<file path="src/rtl/tracker_pkg.sv">
// Shared types for the line tracker: steering state encoding, search direction
// and the error-width helper.
package tracker_pkg;

  typedef enum logic [2:0] {
    STOP   = 3'd0,
    STRI   = 3'd1,
    RT     = 3'd2,
    LT     = 3'd3,
    SRCH_L = 3'd4,
    SRCH_R = 3'd5
  } state_e;

  typedef enum logic {
    DIR_LT = 1'b0,
    DIR_RT = 1'b1
  } dir_e;

  // Signed width able to hold the sum of all sensor weights.
  function automatic int err_width(input int n_sens);
    return $clog2(n_sens * n_sens) + 1;
  endfunction

endpackage

</file>
<file path="src/rtl/line_tracker_fsm_debounce.sv">
// Single-bit sensor debounce: the output follows the input only after FILT_LEN
// consecutive differing samples. Used when LINE_TRACKER_FILTER_EN is defined.
module tracker_debounce #(
  parameter int FILT_LEN = 4
) (
  input  logic clk,
  input  logic reset,
  input  logic sample_en,
  input  logic din,
  output logic dout
);

  localparam int CW = (FILT_LEN > 1) ? $clog2(FILT_LEN) : 1;
  localparam logic [CW-1:0] CNT_LAST = CW'(FILT_LEN - 1);

  logic [CW-1:0] cnt_q, cnt_d;
  logic          dout_q, dout_d;

  always_comb begin
    cnt_d  = cnt_q;
    dout_d = dout_q;
    if (sample_en) begin
      if (din == dout_q) begin
        cnt_d = '0;
      end else if (cnt_q == CNT_LAST) begin
        dout_d = din;
        cnt_d  = '0;
      end else begin
        cnt_d = cnt_q + CW'(1);
      end
    end
  end

  always_ff @(posedge clk) begin
    if (reset) begin
      cnt_q  <= '0;
      dout_q <= 1'b0;
    end else begin
      cnt_q  <= cnt_d;
      dout_q <= dout_d;
    end
  end

  assign dout = dout_q;

endmodule

</file>
<file path="src/rtl/line_tracker_fsm.sv">
// N-sensor line tracker: filtered sensors -> signed position error -> steering
// state/magnitude, with lost-line search, timeout and confirmed stop.
// Define LINE_TRACKER_FILTER_EN to build the per-bit debounce stage.
module line_tracker_fsm
  import tracker_pkg::*;
#(
  parameter int N_SENS       = 5,
  parameter int FILT_LEN     = 4,
  parameter int STOP_CONFIRM = 8,
  parameter int LOST_TIMEOUT = 1000,
  parameter int MAG_W        = 4
) (
  input  logic              clk,
  input  logic              reset,
  input  logic              sample_en,
  input  logic [N_SENS-1:0] sensor,
  output logic [2:0]        state,
  output logic [MAG_W-1:0]  steer_mag,
  output logic              lost,
  output logic              dec_valid
);

  localparam int EW        = err_width(N_SENS);
  localparam int SC_W      = $clog2(STOP_CONFIRM + 1);
  localparam int LC_W      = $clog2(LOST_TIMEOUT + 1);
  localparam int MAG_MAX_I = (1 << MAG_W) - 1;
  localparam logic [SC_W-1:0] STOP_MAX = SC_W'(STOP_CONFIRM);
  localparam logic [LC_W-1:0] LOST_MAX = LC_W'(LOST_TIMEOUT);

  logic [N_SENS-1:0] filt;

`ifdef LINE_TRACKER_FILTER_EN
  for (genvar g = 0; g < N_SENS; g++) begin : g_deb
    tracker_debounce #(.FILT_LEN(FILT_LEN)) u_deb (
      .clk       (clk),
      .reset     (reset),
      .sample_en (sample_en),
      .din       (sensor[g]),
      .dout      (filt[g])
    );
  end
`else
  logic [N_SENS-1:0] filt_q, filt_d;

  always_comb begin
    filt_d = filt_q;
    if (sample_en) filt_d = sensor;
  end

  always_ff @(posedge clk) begin
    if (reset) filt_q <= '0;
    else       filt_q <= filt_d;
  end

  assign filt = filt_q;
`endif

  state_e           state_q, state_d, state_cur;
  dir_e             last_dir_q, last_dir_d;
  logic [MAG_W-1:0] mag_q, mag_d, mag_sat;
  logic             lost_q, lost_d;
  logic             dec_en_q, dec_en_d;
  logic             dec_valid_q, dec_valid_d;
  logic [SC_W-1:0]  stop_cnt_q, stop_cnt_d;
  logic [LC_W-1:0]  lost_cnt_q, lost_cnt_d;
  logic signed [EW-1:0] err_s;
  logic [EW-1:0]        err_abs;
  logic                 all_on, any_on;

  // Weight of sensor i is i - (N_SENS-1)/2, so left-side activity is positive.
  always_comb begin
    err_s = '0;
    for (int i = 0; i < N_SENS; i++) begin
      if (filt[i]) err_s = err_s + EW'(i - (N_SENS - 1) / 2);
    end
    err_abs = err_s[EW-1] ? EW'(-err_s) : EW'(err_s);
    mag_sat = (32'(err_abs) > 32'(MAG_MAX_I)) ? '1 : MAG_W'(err_abs);
    all_on  = &filt;
    any_on  = |filt;
  end

  // Encodings 6 and 7 are treated as STRI.
  always_comb begin
    state_cur = state_q;
    if (state_q > SRCH_R) state_cur = STRI;
  end

  always_comb begin
    state_d     = state_cur;
    last_dir_d  = last_dir_q;
    mag_d       = mag_q;
    lost_d      = lost_q;
    stop_cnt_d  = stop_cnt_q;
    lost_cnt_d  = lost_cnt_q;
    dec_en_d    = sample_en;
    dec_valid_d = dec_en_q;
    if (dec_en_q) begin
      if (all_on) begin
        lost_cnt_d = '0;
        if (stop_cnt_q != STOP_MAX) stop_cnt_d = stop_cnt_q + SC_W'(1);
        if (stop_cnt_d == STOP_MAX) begin
          state_d = STOP;
          mag_d   = '0;
          lost_d  = 1'b0;
        end
      end else if (any_on) begin
        stop_cnt_d = '0;
        lost_cnt_d = '0;
        lost_d     = 1'b0;
        mag_d      = mag_sat;
        if (err_s > 0) begin
          state_d    = RT;
          last_dir_d = DIR_RT;
        end else if (err_s < 0) begin
          state_d    = LT;
          last_dir_d = DIR_LT;
        end else begin
          state_d = STRI;
        end
      end else begin
        stop_cnt_d = '0;
        case (state_cur)
          STOP: begin
            if (!lost_q) begin
              state_d    = (last_dir_q == DIR_RT) ? SRCH_R : SRCH_L;
              lost_d     = 1'b1;
              mag_d      = '1;
              lost_cnt_d = '0;
            end
          end
          SRCH_L, SRCH_R: begin
            if (lost_cnt_q != LOST_MAX) lost_cnt_d = lost_cnt_q + LC_W'(1);
            if (lost_cnt_d == LOST_MAX) begin
              state_d = STOP;
              lost_d  = 1'b1;
              mag_d   = '0;
            end
          end
          default: begin
            state_d    = (last_dir_q == DIR_RT) ? SRCH_R : SRCH_L;
            lost_d     = 1'b1;
            mag_d      = '1;
            lost_cnt_d = '0;
          end
        endcase
      end
    end
  end

  always_ff @(posedge clk) begin
    if (reset) begin
      state_q     <= STRI;
      last_dir_q  <= DIR_LT;
      mag_q       <= '0;
      lost_q      <= 1'b0;
      stop_cnt_q  <= '0;
      lost_cnt_q  <= '0;
      dec_en_q    <= 1'b0;
      dec_valid_q <= 1'b0;
    end else begin
      state_q     <= state_d;
      last_dir_q  <= last_dir_d;
      mag_q       <= mag_d;
      lost_q      <= lost_d;
      stop_cnt_q  <= stop_cnt_d;
      lost_cnt_q  <= lost_cnt_d;
      dec_en_q    <= dec_en_d;
      dec_valid_q <= dec_valid_d;
    end
  end

  assign state     = state_q;
  assign steer_mag = mag_q;
  assign lost      = lost_q;
  assign dec_valid = dec_valid_q;

endmodule

</file>
<file path="config.mk">
export PLATFORM = sky130hd
export DESIGN_NAME = line_tracker_fsm
export DESIGN_NICKNAME = d
export VERILOG_FILES = /design/src/rtl/tracker_pkg.sv /design/src/rtl/line_tracker_fsm_debounce.sv /design/src/rtl/line_tracker_fsm.sv
export SDC_FILE = /design/constraint.sdc
export NUM_CORES = 1
export LEC_CHECK = 0
export ABC_AREA = 1
export BUFFER_PORTS_ARGS = -buffer_cell sky130_fd_sc_hd__buf_2
export CAP_MARGIN = 0
export CORE_MARGIN = 2
export CORE_UTILIZATION = 55
export DETAILED_ROUTE_END_ITERATION = 6
export PLACE_DENSITY = 0.81
export SYNTH_ARGS = -nofsm -noshare
export SYNTH_HDL_FRONTEND = slang
export SYNTH_HIERARCHICAL = 1
export SYNTH_SLANG_ARGS = --single-unit
</file>
<file path="constraint.sdc">
create_clock -name clk -period 5.4 [get_ports clk]
set_clock_uncertainty 0.05 [all_clocks]
set_input_delay 0.54 -clock clk [delete_from_list [all_inputs] [get_ports clk]]
set_output_delay 0.54 -clock clk [all_outputs]
set_load 0.02 [all_outputs]
</file>
After elaboration in Yosys (flattened, before gate mapping)
Cells that the tools add are included.
W data, S select, Z words.

storage, ports and cells
  register bits after elaboration = 30
  input port bits = 8

operators by class
  add/subtract/negate cells = 6
  order comparisons = 4
  equal/unequal tests = 9
  mux-type cells = 43
  bitwise logic cells = 1
  reduce and logical (&&, ||, !) cells = 9

operators by type and width
  operator                 number
  $mux W10                 8
  $mux W4                  10
  $mux W6                  5
  $mux W3                  7
  $pmux W10 S2             1
  $ne A4 B4 Y1 const B     3
  $add A10 B1 Y10 const B  1
  $eq A10 B10 Y1 const B   1
  $ne A10 B10 Y1 const B   1
  $mux W1                  8
  $pmux W4 S2              1
  $reduce_and A4 Y1        2
  $add A6 B1 Y6 const B    1
  $add A6 B2 Y6 const B    1
  $add A6 B3 Y6 const B    1
  $eq A3 B3 Y1 const B     2
  $gt A6 B1 Y1 const B     1
  $gt A6 B4 Y1 const B     1
  $lt A6 B1 Y1 const B     1
  $neg A6 Y6               1
  $pmux W3 S2              1
  $reduce_and A5 Y1        1
  $reduce_or A5 Y1         1
  $add A4 B1 Y4 const B    1
  other kinds (10)         11

Longest topological paths before layout
Gate-level depths: netlist of the first run.

  word-level depth = 14
  gate-level depth with buffers = 17
  depth with buffers taken out = 17

Worst setup path after synthesis of the first run
OpenSTA, ideal clock, no wires.

  path kind = register to register
  start point = register filt_q[1] (netlist: filt[1])
  end point = register mag_q[2] (netlist: steer_mag[2])
  setup time = 128 ps
  arrival time = 2,213 ps
  data required time = 5,222 ps
  path slack = 3,010 ps
  stages on the path, launching flop included = 16
  path buffers = 0
  cell sequence = dfxtp_1 > inv_1 > ha_1 > inv_1 > nand2_2 > nand3_2 > ha_1 > or2_1 > o21ai_2 > nand3_1 > nand3_1 > nand2_1 > nor3_1 > nor2_1 > nor2_1 > nor2_1

between the ends
  word-level cells in the longest chain between the ends = 11
  elaborated cells between the ends (all ways) = 17
  those cells by class = add/sub: 3; order compare: 1; eq/ne: 3; mux: 7; reduce/logical: 3

RTL lines
  what                    RTL line                 source
  start, declared         line_tracker_fsm.sv:43   logic [N_SENS-1:0] filt_q, filt_d;
  start signal, assigned  line_tracker_fsm.sv:52   else filt_q <= filt_d;
  $mux W6                 line_tracker_fsm.sv:74   if (filt[i]) err_s = err_s + EW'(i - (N_SENS - 1) / 2);
  $add A6 B2 Y6           line_tracker_fsm.sv:74
  $mux W6                 line_tracker_fsm.sv:74
  $add A6 B3 Y6           line_tracker_fsm.sv:74
  $mux W6                 line_tracker_fsm.sv:74
  $neg A6 Y6              line_tracker_fsm.sv:76   err_abs = err_s[EW-1] ? EW'(-err_s) : EW'(err_s);
  $mux W6                 line_tracker_fsm.sv:76
  $gt A6 B4 Y1            line_tracker_fsm.sv:77   mag_sat = (32'(err_abs) > 32'(MAG_MAX_I)) ? '1 : MAG_W'(err_abs);
  $mux W4                 line_tracker_fsm.sv:77
  $mux W4                 line_tracker_fsm.sv:106  end else if (any_on) begin
  $mux W4                 line_tracker_fsm.sv:98   if (all_on) begin
  end signal, assigned    line_tracker_fsm.sv:163  mag_q <= mag_d;
  end, declared           line_tracker_fsm.sv:60   logic [MAG_W-1:0] mag_q, mag_d, mag_sat;

Parallel ways exist; a longest one is shown, timed or not.
A chain may end at the register's enable or synchronous reset.

Worst setup path in the final report of the first run
  start point = register filt_q[1] (netlist: filt[1])
  end point = register mag_q[1] (netlist: steer_mag[1])

The elaborated chain is that of the path after synthesis.

==> qor.txt, run 1 <==
Status = complete, no violations
Worst hold path type = reg -> reg
CTS max path bufs = 2
Fin crit share = 0.485
FF+latch count, synth = 30
VDD IR max = 0.178 mV
Post-route setup TNS = 0 ns
Max Used Layer = met4
Synth warnings = 6
First-pass GRT wire length = 7.87 mm
CORE AREA = 0.00366 mm^2
Via/cell ratio = 5.22
Clock Pin Slew Worst Setup and Hold Paths = 0.07 ns
Ys async rst share = 0
Fmax achieved = 381 MHz
Worst slew margin = 0.686
Initial antenna violation count = 0
Worst path cell trace = inv_1, ha_1, inv_1, nand2_2, nand3_2, ha_1, or2_1, o21ai_2, nand3_1, nand3_1, nand2_1, nor3_1, nor2_1, nor2_1, nor2_1
Hold Startpoint = last_dir_q$_SDFFE_PP0P_
Synthesized-area fraction occupied by adder cells = 0.0713
Cells after Synth = 318
Share of layout cells above drive strength 1 = 0.173
Setup CP Type = reg -> reg
WL per Instance = 10.9 um
Final net count = 355
Diode count = 0
Most common cell in the netlist = nand2_1
CP max FO = 5
Reg2reg start = filt[1]$_SDFFE_PP0P_
Finish-stage setup viols = 0
Complex-gate fraction of the synthesized area = 0.106
Initial Utilization = 0.575
Leak = 1.07 nW
CP bufs+invs = 2
Most common flop cell mapped by yosys = dfxtp_1
Met3 routed WL = 96 um
DP Worst Slack = 2.79 ns
PortBufs = 16
H-tree levels = 2
Seq/Total Area, Yosys = 0.285
Count of cell types in the netlist = 31
DRC = 0
Hold Fails Final Rpt = 0
Clock latency on the worst-skew pair = 0.28 ns
Mapped Area = 0.00210 mm^2
Syn Nets = 338
Final WL = 4.18 mm
Final ANT Viol Nets = 0
Total grt overflow = 0
Die H = 65.9 um
Main combinational cell family by area after synthesis = simple AND/OR/NAND/NOR gates
RSZ-0062 raised after global routing = no
Area leader, netlist = dfxtp_1
Syn Area/Cell = 6.62 um^2
Worst setup margin = 2.78 ns
Die W = 65.9 um
Area growth syn-to-layout = 9.51%
Arrival @ worst endpoint = 2.73 ns
Commonest cells post-synth = nand2_1 (77), inv_1 (40), nor2_1 (36)
WL met2 = 2.09 mm
Post_cts resized = 0
Cells on worst reg2reg path = 15
FP Rows = 22
Number of flops mapped to enable cells by yosys = 0
Slowest stage delay, CP = 0.41 ns
Synth area leaders = dfxtp_1 (29%), nand2_1 (14%), ha_1 (7.1%), inv_1 (7.1%), nor2_1 (6.4%)
Total CTS buffers = 5
Pre-antenna DRT Iters = 4
Hold path cells = 2
Tmin final = 2.62 ns
Worst setup path start = filt[1]$_SDFFE_PP0P_
Area share of the largest cell type after synthesis = 0.285
Vias in the first global route = 1,886
Fin. max-slew vios = 0
I/O pins = 17
Final HPWL DP = 3.22 mm
Worst path slowest cell = dfxtp_1
WP depth = 15
Gpl congestion = 0.875
Max-Cap Viols = 0
Worst EP required = 5.51 ns
Die Area = 0.00434 mm^2
Initial DRC Count = 115
CTS tree = built
Synth Area in Simple Gates = 0.399
Postcts setup bufs = 0
Xor-xnor portion of the synthesized cell area = 0.0291
PwrDens = 232 mW/mm^2
Metal-1 WL = 1.91 mm
Startpoint Class = flop
Root buffer cell = clkbuf_8
Pin slew with the least headroom to its limit = 0.471 ns
CP dominant cell by count = nor2_1
GRT Overall Usage = 0.230
Mux cell area share after synthesis = 0
Largest net degree at the start of global routing = 25
Crit end category = flop
CTS Sinks = 30
Top delay family on crit path = simple AND/OR/NAND/NOR gates
Via count = 2,004
Hold_buf cts = 0
## final timing paths
| check | to | slack (ns) |
|---|---|---|
| setup / recovery | steer_mag[1]$_SDFFE_PP0P_ | 2.78 |
| hold / removal | last_dir_q$_SDFFE_PP0P_ | 0.42 |
| setup reg to reg | steer_mag[1]$_SDFFE_PP0P_ | 2.78 |
| hold reg to reg | last_dir_q$_SDFFE_PP0P_ | 0.42 |
## routing by layer
metal | GRT usage | up-vias
met5 | 0 | -
met2 | 0.389 | 24
met3 | 0.0460 | 6
met1 | 0.276 | 927
li1 | - | 1047
met4 | 0.115 | 0
## area by class of cell
type / count / area, um^2
sequential: 30 / 601
fill: 352 / 1360
timing repair buffer: 16 / 80.1
tap: 48 / 60.1
inverter: 52 / 195
clock buffer: 6 / 82.6
clock inverter: 2 / 12.5
multi-input combinational: 230 / 1270
## flip-flops by register name, summed over array words and instances (netlist names)
name	count
dec_en_q	1
dec_valid	1
filt	5
last_dir_q	1
lost	1
lost_cnt_q	10
state	3
steer_mag	4
stop_cnt_q	4
## report_power, final
part | internal (mW) | total [mW] | switching, mW
combinational | 0.0387 | 0.110 | 0.0716
sequential | 0.230 | 0.238 | 0.00731
clock | 0.102 | 0.188 | 0.0857
total | 0.371 | 0.536 | 0.165
## worst reg2reg max path: cells and delay by family, from the launching register on
family	cells	cell delay, ns
AOI/OAI and AO/OA	1	0.16
adders and majority gates	2	0.62
buffers and inverters	2	0.18
DFF	1	0.41
and+or+nand+nor	10	1.07
## cells in the final DEF (no fill, tap or decap)
cell	count
buf_2	16
ha_1	12
or2_1	2
nand2_2	9
nand3b_1	3
nor2_2	2
clkinv_1	2
inv_2	10
nand2_1	77
o21ai_0	9
a32oi_1	4
nor2_1	36
nand4_4	2
xor2_1	4
clkinvlp_4	1
nand3_1	21
nor3_1	4
clkinv_2	1
nor2_4	2
nand4_1	8
nand2_4	1
inv_1	40
a21oi_1	22
nor3_2	1
nand3_2	5
o21ai_2	1
a22oi_1	1
dfxtp_1	30
xnor2_1	3
clkbuf_8	6
a21oi_4	1
## stage by stage
| stage | instance area (um^2) | hold slack, ns | utilization | std cells | power [mW] |
|---|---|---|---|---|---|
| 2_1_floorplan | 2100 | 0.387 | - | 318 | 0.328 |
| 3_3_place_gp | 2210 | 0.405 | 0.604 | 376 | 0.350 |
| 3_5_place_dp | 2210 | 0.414 | 0.604 | 376 | 0.353 |
| 4_1_cts | 2300 | 0.424 | 0.630 | 384 | 0.540 |
| 5_1_grt | 2300 | 0.448 | 0.630 | 384 | 0.568 |
| 6_report | 2300 | 0.423 | 0.630 | 384 | 0.536 |
## cell families after synthesis
group | Yosys count
XOR/XNOR | 7
adder cells (fa/ha/maj) | 12
AND/OR/NAND/NOR | 173
buffers and inverters | 58
flip-flops | 30
AO/OA/AOI/OAI | 38
Power figures use the tool's default switching activity.
==> run 2: changes to the inputs <==
==> constraint.sdc (replaced) <==
create_clock -name clk -period 2.44 [get_ports clk]
set_clock_uncertainty 0.05 [all_clocks]
set_input_delay 0.244 -clock clk [delete_from_list [all_inputs] [get_ports clk]]
set_output_delay 0.244 -clock clk [all_outputs]
set_load 0.02 [all_outputs]
==> run 2 against run 1 <==
  * Final area up 5.3%
  * Fmax up 11%
  * Combinational power rose to 2.6 times the previous value
  * Setup slack got worse by 2.7 ns
  * Critical path depth unchanged
  * Global-route usage shrank 0.31 points
  * Cell count grew 0.52%
  * Sequential power grew 120%
  * Count of clock-buffer cells in the layout unchanged
  * Hold slack lost 0.24 ns
  * Largest cell class unchanged
  * Largest power group unchanged
==> qor.txt, run 2 (same netlist as run 1, synthesis figures left out) <==
Hold path cells = 3 (was 2)
Via count = 1,970 (was 2,004)
Die Area = 0.00434 mm^2 (unchanged)
Final Total Pwr = 1.33 mW (was 536 uW)
Share of layout cells above drive strength 1 = 0.225 (was 0.173)
Fmax achieved = 424 MHz (was 381 MHz)
Slowest stage delay, CP = 0.36 ns (was 0.41 ns)
Status = complete, no violations (unchanged)
Max-Cap Viols = 0 (unchanged)
Leak = 1.11 nW (was 1.07 nW)
CTS max path bufs = 2 (unchanged)
DP Worst Slack = -0.0658 ns (was 2.79 ns)
Hold Fails Final Rpt = 0 (unchanged)
Area growth syn-to-layout = 15.3% (was 9.51%)
Final ANT Viol Nets = 0 (unchanged)
Post-route setup TNS = 0 ns (unchanged)
Crit end category = flop (unchanged)
R2R Path End = steer_mag[2]$_SDFFE_PP0P_ (was steer_mag[1]$_SDFFE_PP0P_)
CTS tree = built (unchanged)
DRC = 0 (unchanged)
CTS Sinks = 30 (unchanged)
Area of the multi-input gates = 0.00135 mm^2 (was 0.00127 mm^2)
Arrival @ worst endpoint = 2.47 ns (was 2.73 ns)
Met3 routed WL = 140 um (was 96 um)
Fill cells = 330 (was 352)
CP max FO = 4 (was 5)
Worst EP required = 2.55 ns (was 5.51 ns)
R2r setup slk = 0.08 ns (was 2.78 ns)
Hold Startpoint = sensor[3] (was last_dir_q$_SDFFE_PP0P_)
Worst slew margin = 0.710 (was 0.686)
Worst path cell trace = inv_2, ha_4, inv_2, nand2_4, nand3_4, ha_1, or2_1, o21ai_2, nand3_2, nand3_2, nand2_4, nor3_2, nor2_1, nor2_1, nor2_1 (was inv_1, ha_1, inv_1, nand2_2, nand3_2, ha_1, or2_1, o21ai_2, nand3_1, nand3_1, nand2_1, nor3_1, nor2_1, nor2_1, nor2_1)
Total grt overflow = 0 (unchanged)
VDD IR max = 0.294 mV (was 0.178 mV)
Vias in the first global route = 1,844 (was 1,886)
CP bufs+invs = 2 (unchanged)
Setup CP Type = reg -> reg (unchanged)
Fin crit share = 0.966 (was 0.485)
Placed cells = 378 (was 376)
Register area = 603 um^2 (was 601 um^2)
Largest register FFs = 10 (unchanged)
Most frequent cells in the layout = nand2_1 (74), inv_1 (37), nor2_1 (35) (was nand2_1 (77), inv_1 (40), nor2_1 (36))
Worst path slowest cell = dfxtp_2 (was dfxtp_1)
Via/cell ratio = 5.10 (was 5.22)
First-pass GRT wire length = 7.69 mm (was 7.87 mm)
Most common cell after layout, fill and taps aside = nand2_1 (unchanged)
Total CTS buffers = 5 (unchanged)
Clock Pin Slew Worst Setup and Hold Paths = 0.07 ns (about the same)
Worst hold path type = in -> reg (was reg -> reg)
Finish-stage setup viols = 0 (unchanged)
Max Used Layer = met4 (unchanged)
GRT Overall Usage = 0.227 (was 0.230)
Hold_ws = 0.187 ns (was 0.423 ns)
Root buffer cell = clkbuf_8 (unchanged)
Die H = 65.9 um (unchanged)
Worst setup margin = 0.0819 ns (was 2.78 ns)
FP Rows = 22 (unchanged)
Fin cells = 386 (was 384)
Final HPWL DP = 3.16 mm (was 3.22 mm)
CP dominant cell by count = nor2_1 (unchanged)
WP depth = 15 (unchanged)
Pin slew with the least headroom to its limit = 0.435 ns (was 0.471 ns)
End of the worst hold path = filt[3]$_SDFFE_PP0P_ (was last_dir_q$_SDFFE_PP0P_)
Fin. max-slew vios = 0 (unchanged)
Largest net degree at the start of global routing = 25 (unchanged)
H-tree levels = 2 (unchanged)
Pre-antenna DRT Iters = 4 (unchanged)
WL per Instance = 11.4 um (was 10.9 um)
Biggest register = lost_cnt_q (unchanged)
Initial antenna violation count = 0 (unchanged)
Final WL = 4.41 mm (was 4.18 mm)
PortBufs = 16 (unchanged)
Cells on worst reg2reg path = 15 (unchanged)
Diode count = 0 (unchanged)
Metal-1 WL = 1.99 mm (was 1.91 mm)
Initial DRC Count = 168 (was 115)
I/O pins = 17 (unchanged)
Clock latency on the worst-skew pair = 0.29 ns (was 0.28 ns)
Reg2reg start = filt[0]$_SDFFE_PP0P_ (was filt[1]$_SDFFE_PP0P_)
PwrDens = 549 mW/mm^2 (was 232 mW/mm^2)
CORE AREA = 0.00366 mm^2 (unchanged)
WL met2 = 2.17 mm (was 2.09 mm)
Gpl congestion = 0.849 (was 0.875)
Top delay family on crit path = simple AND/OR/NAND/NOR gates (unchanged)
Final net count = 358 (was 355)
Die W = 65.9 um (unchanged)
Initial Utilization = 0.575 (unchanged)
Startpoint Class = flop (unchanged)
Tmin final = 2.36 ns (was 2.62 ns)
Hold_buf cts = 0 (unchanged)
run 2: power breakdown:
| part | internal, mW | total (mW) | switching (mW) |
|---|---|---|---|
| logic | 0.106 | 0.288 | 0.182 |
| registers | 0.510 | 0.527 | 0.0165 |
| clock network | 0.326 | 0.518 | 0.192 |
run 2: how the worst max path moves through the flow:
stage | to | slack [ns] | from
4_1_cts | steer_mag[2]$_SDFFE_PP0P_ | 0.0006 | filt[0]$_SDFFE_PP0P_
6_report | steer_mag[2]$_SDFFE_PP0P_ | 0.08 | filt[0]$_SDFFE_PP0P_
2_1_floorplan | steer_mag[2]$_SDFFE_PP0P_ | 0.05 | filt[1]$_SDFFE_PP0P_
3_5_place_dp | steer_mag[1]$_SDFFE_PP0P_ | -0.07 | filt[0]$_SDFFE_PP0P_
5_1_grt | steer_mag[2]$_SDFFE_PP0P_ | -0.05 | filt[1]$_SDFFE_PP0P_
3_3_place_gp | steer_mag[1]$_SDFFE_PP0P_ | 0.08 | filt[0]$_SDFFE_PP0P_
run 2: metrics by stage:
stage / area (um^2) / utilization
after detailed placement: 2220 / 0.608
after global placement: 2220 / 0.608
after floorplan: 2100 / -
after CTS: 2360 / 0.645
after global routing: 2430 / 0.663
final: 2430 / 0.663
run 2: final cells by class:
cell class	count	area share
multi-input cells	230	0.558
flip-flops and latches	30	0.248
inverters	52	0.0804
repair buffers	19	0.0423
clock buffers	6	0.0340
well taps	48	0.0247
clock inverters	1	0.0124
run 2: worst register-to-register path, delay by kind of cell, from the launching register on:
kind / cells / cell delay (ns)
and+or+nand+nor: 10 / 1.03
adders and majority gates: 2 / 0.48
DFF: 1 / 0.36
AOI/OAI and AO/OA: 1 / 0.20
buffers and inverters: 2 / 0.11
run 2: timing repair:
action                     CTS  global route
setup endpoints to repair    4             5
buffers inserted             0             1
pin swaps                    3             7
gates resized for setup      7            13
run 2: routing by layer:
layer	global-route usage	vias to the layer above
met5	0	-
met4	0.0964	0
met3	0.0477	10
met2	0.396	28
met1	0.268	882
li1	-	1050
==> run 3: changes to the inputs <==
--- a/config.mk
+++ b/config.mk
@@ -12,6 +12,7 @@
 export CORE_UTILIZATION = 55
 export DETAILED_ROUTE_END_ITERATION = 6
 export PLACE_DENSITY = 0.81
+export RECOVER_POWER = 25
 export SYNTH_ARGS = -nofsm -noshare
 export SYNTH_HDL_FRONTEND = slang
 export SYNTH_HIERARCHICAL = 1
==> constraint.sdc (replaced) <==
create_clock -name clk -period 2.85 [get_ports clk]
set_clock_uncertainty 0.05 [all_clocks]
set_input_delay 0.285 -clock clk [delete_from_list [all_inputs] [get_ports clk]]
set_output_delay 0.285 -clock clk [all_outputs]
set_load 0.02 [all_outputs]
==> run 3 against run 2 <==
  * Cell count is 0.52% lower
  * Largest power group is now the clock network
  * Flip-flop and latch count did not move
  * Die area unchanged
  * Highest routed layer unchanged
==> qor.txt, run 3 (same netlist as run 1, synthesis figures left out) <==
Status = complete, no violations (unchanged)
Post-route setup TNS = 0 ns (unchanged)
VDD IR max = 0.246 mV (was 0.294 mV)
Worst EP required = 2.92 ns (was 2.55 ns)
Crit end category = flop (unchanged)
Most common cell after layout, fill and taps aside = nand2_1 (unchanged)
PortBufs = 16 (unchanged)
CP bufs+invs = 2 (unchanged)
Max-Cap Viols = 0 (unchanged)
H-tree levels = 2 (unchanged)
Gpl congestion = 0.872 (was 0.849)
WL per Instance = 11.0 um (was 11.4 um)
Total grt overflow = 0 (unchanged)
Die H = 65.9 um (unchanged)
Clock latency on the worst-skew pair = 0.28 ns (was 0.29 ns)
Slowest stage delay, CP = 0.37 ns (was 0.36 ns)
Leak = 1.08 nW (was 1.11 nW)
Die Area = 0.00434 mm^2 (unchanged)
Startpoint Class = flop (unchanged)
CTS Sinks = 30 (unchanged)
Fin. max-slew vios = 0 (unchanged)
Fmax achieved = 381 MHz (was 424 MHz)
PwrDens = 506 mW/mm^2 (was 549 mW/mm^2)
Finish-stage setup viols = 0 (unchanged)
Via count = 2,000 (was 1,970)
Die W = 65.9 um (unchanged)
First-pass GRT wire length = 7.89 mm (was 7.69 mm)
Worst path slowest cell = dfxtp_2 (unchanged)
Pin slew with the least headroom to its limit = 1.09 ns (was 0.435 ns)
CP dominant cell by count = nor2_1 (unchanged)
Vias in the first global route = 1,898 (was 1,844)
GRT Overall Usage = 0.228 (was 0.227)
Area of the multi-input gates = 0.00127 mm^2 (was 0.00135 mm^2)
Area growth syn-to-layout = 11.6% (was 15.3%)
Fin crit share = 0.921 (was 0.966)
Hold Fails Final Rpt = 0 (unchanged)
CORE AREA = 0.00366 mm^2 (unchanged)
Postcts setup bufs = 0 (unchanged)
Placed cells = 376 (was 378)
Tmin final = 2.63 ns (was 2.36 ns)
RSZ-0062 raised after global routing = no
Most frequent cells in the layout = nand2_1 (77), inv_1 (40), nor2_1 (36) (was nand2_1 (74), inv_1 (37), nor2_1 (35))
Arrival @ worst endpoint = 2.70 ns (was 2.47 ns)
Worst path cell trace = inv_1, ha_1, inv_1, nand2_2, nand3_2, ha_1, or2_1, o21ai_2, nand3_1, nand3_1, nand2_1, nor3_1, nor2_1, nor2_1, nor2_1 (was inv_2, ha_4, inv_2, nand2_4, nand3_4, ha_1, or2_1, o21ai_2, nand3_2, nand3_2, nand2_4, nor3_2, nor2_1, nor2_1, nor2_1)
Register area = 602 um^2 (was 603 um^2)
Pre-antenna DRT Iters = 4 (unchanged)
Final net count = 355 (was 358)
Final ANT Viol Nets = 0 (unchanged)
Final WL = 4.21 mm (was 4.41 mm)
Top delay family on crit path = simple AND/OR/NAND/NOR gates (unchanged)
Fin cells = 384 (was 386)
CTS tree = built (unchanged)
I/O pins = 17 (unchanged)
Initial Utilization = 0.575 (unchanged)
Hold_buf cts = 0 (unchanged)
Fill cells = 349 (was 330)
Clock Pin Slew Worst Setup and Hold Paths = 0.06 ns (was 0.07 ns)
Final HPWL DP = 3.22 mm (was 3.16 mm)
Initial antenna violation count = 0 (unchanged)
Worst slew margin = 0.274 (was 0.710)
Worst hold path type = in -> reg (unchanged)
Biggest register = lost_cnt_q (unchanged)
Initial DRC Count = 140 (was 168)
CP max FO = 5 (was 4)
Diode count = 0 (unchanged)
Share of layout cells above drive strength 1 = 0.164 (was 0.225)
DRC = 0 (unchanged)
FP Rows = 22 (unchanged)
CTS max path bufs = 2 (unchanged)
Root buffer cell = clkbuf_8 (unchanged)
Largest net degree at the start of global routing = 25 (unchanged)
Via/cell ratio = 5.21 (was 5.10)
Total CTS buffers = 5 (unchanged)
Setup CP Type = reg -> reg (unchanged)
Largest register FFs = 10 (unchanged)
-- run 3: changes by cell type in the layout (fill, tap and decap cells not counted), moves of 3 or more --
cell	previous run	this run
buf_2	16	12
inv_2	13	10
ha_1	9	12
clkbuf_1	0	4
nand2_4	4	1
buf_4	3	0
inv_1	37	40
nand2_1	74	77
-- run 3: area by class of cell --
class,instances,area share
multi-input cells,230,0.542
repair buffers,16,0.0320
well taps,48,0.0256
clock buffers,6,0.0352
clock inverters,2,0.0256
flip-flops and latches,30,0.256
inverters,52,0.0831
-- run 3: per-stage QoR --
step | utilization | setup slack [ns] | hold WS [ns] | total power [mW] | area [um^2]
CTS | 0.643 | 0.168 | 0.238 | 1.20 | 2350
detailed placement | 0.604 | 0.228 | 0.419 | 0.668 | 2210
floorplan | - | 0.460 | 0.304 | 0.622 | 2100
finish | 0.641 | 0.224 | 0.240 | 1.19 | 2350
global placement | 0.604 | 0.356 | 0.405 | 0.662 | 2210
global route | 0.641 | 0.0325 | 0.282 | 1.25 | 2350
-- run 3: worst reg2reg max path, delay by kind of cell (launching register included) --
family	cells	cell delay, ns
and+or+nand+nor	10	1.10
DFF	1	0.37
buffers and inverters	2	0.15
adders and majority gates	2	0.62
AOI/OAI and AO/OA	1	0.17
-- run 3: path summary, 6_finish.rpt --
path	from	to	slack [ns]	cells past startpoint
min reg2reg	last_dir_q$_SDFFE_PP0P_	last_dir_q$_SDFFE_PP0P_	0.43	2
min	sensor[4]	filt[4]$_SDFFE_PP0P_	0.24	3
max reg2reg	filt[1]$_SDFFE_PP0P_	steer_mag[2]$_SDFFE_PP0P_	0.22	15
max	filt[1]$_SDFFE_PP0P_	steer_mag[2]$_SDFFE_PP0P_	0.22	15
-- run 3: power breakdown --
| part | switching [mW] | total, mW | internal (mW) |
|---|---|---|---|
| sequential | 0.0143 | 0.451 | 0.437 |
| combinational | 0.135 | 0.208 | 0.0722 |
| clock | 0.158 | 0.530 | 0.373 |
-- run 3: routing by layer --
layer | up-vias | share of wire | GRT usage
met1 | 910 | 0.45 | 0.280
met5 | - | 0 | 0
met3 | 8 | 0.027 | 0.0375
met4 | 0 | 0.018 | 0.0885
met2 | 35 | 0.51 | 0.398
li1 | 1047 | - | -
-- run 3: timing repair --
action                     in CTS  in global routing
resized for setup               0                  1
hold endpoints to repair        0                  0
setup endpoints to repair       0                  3
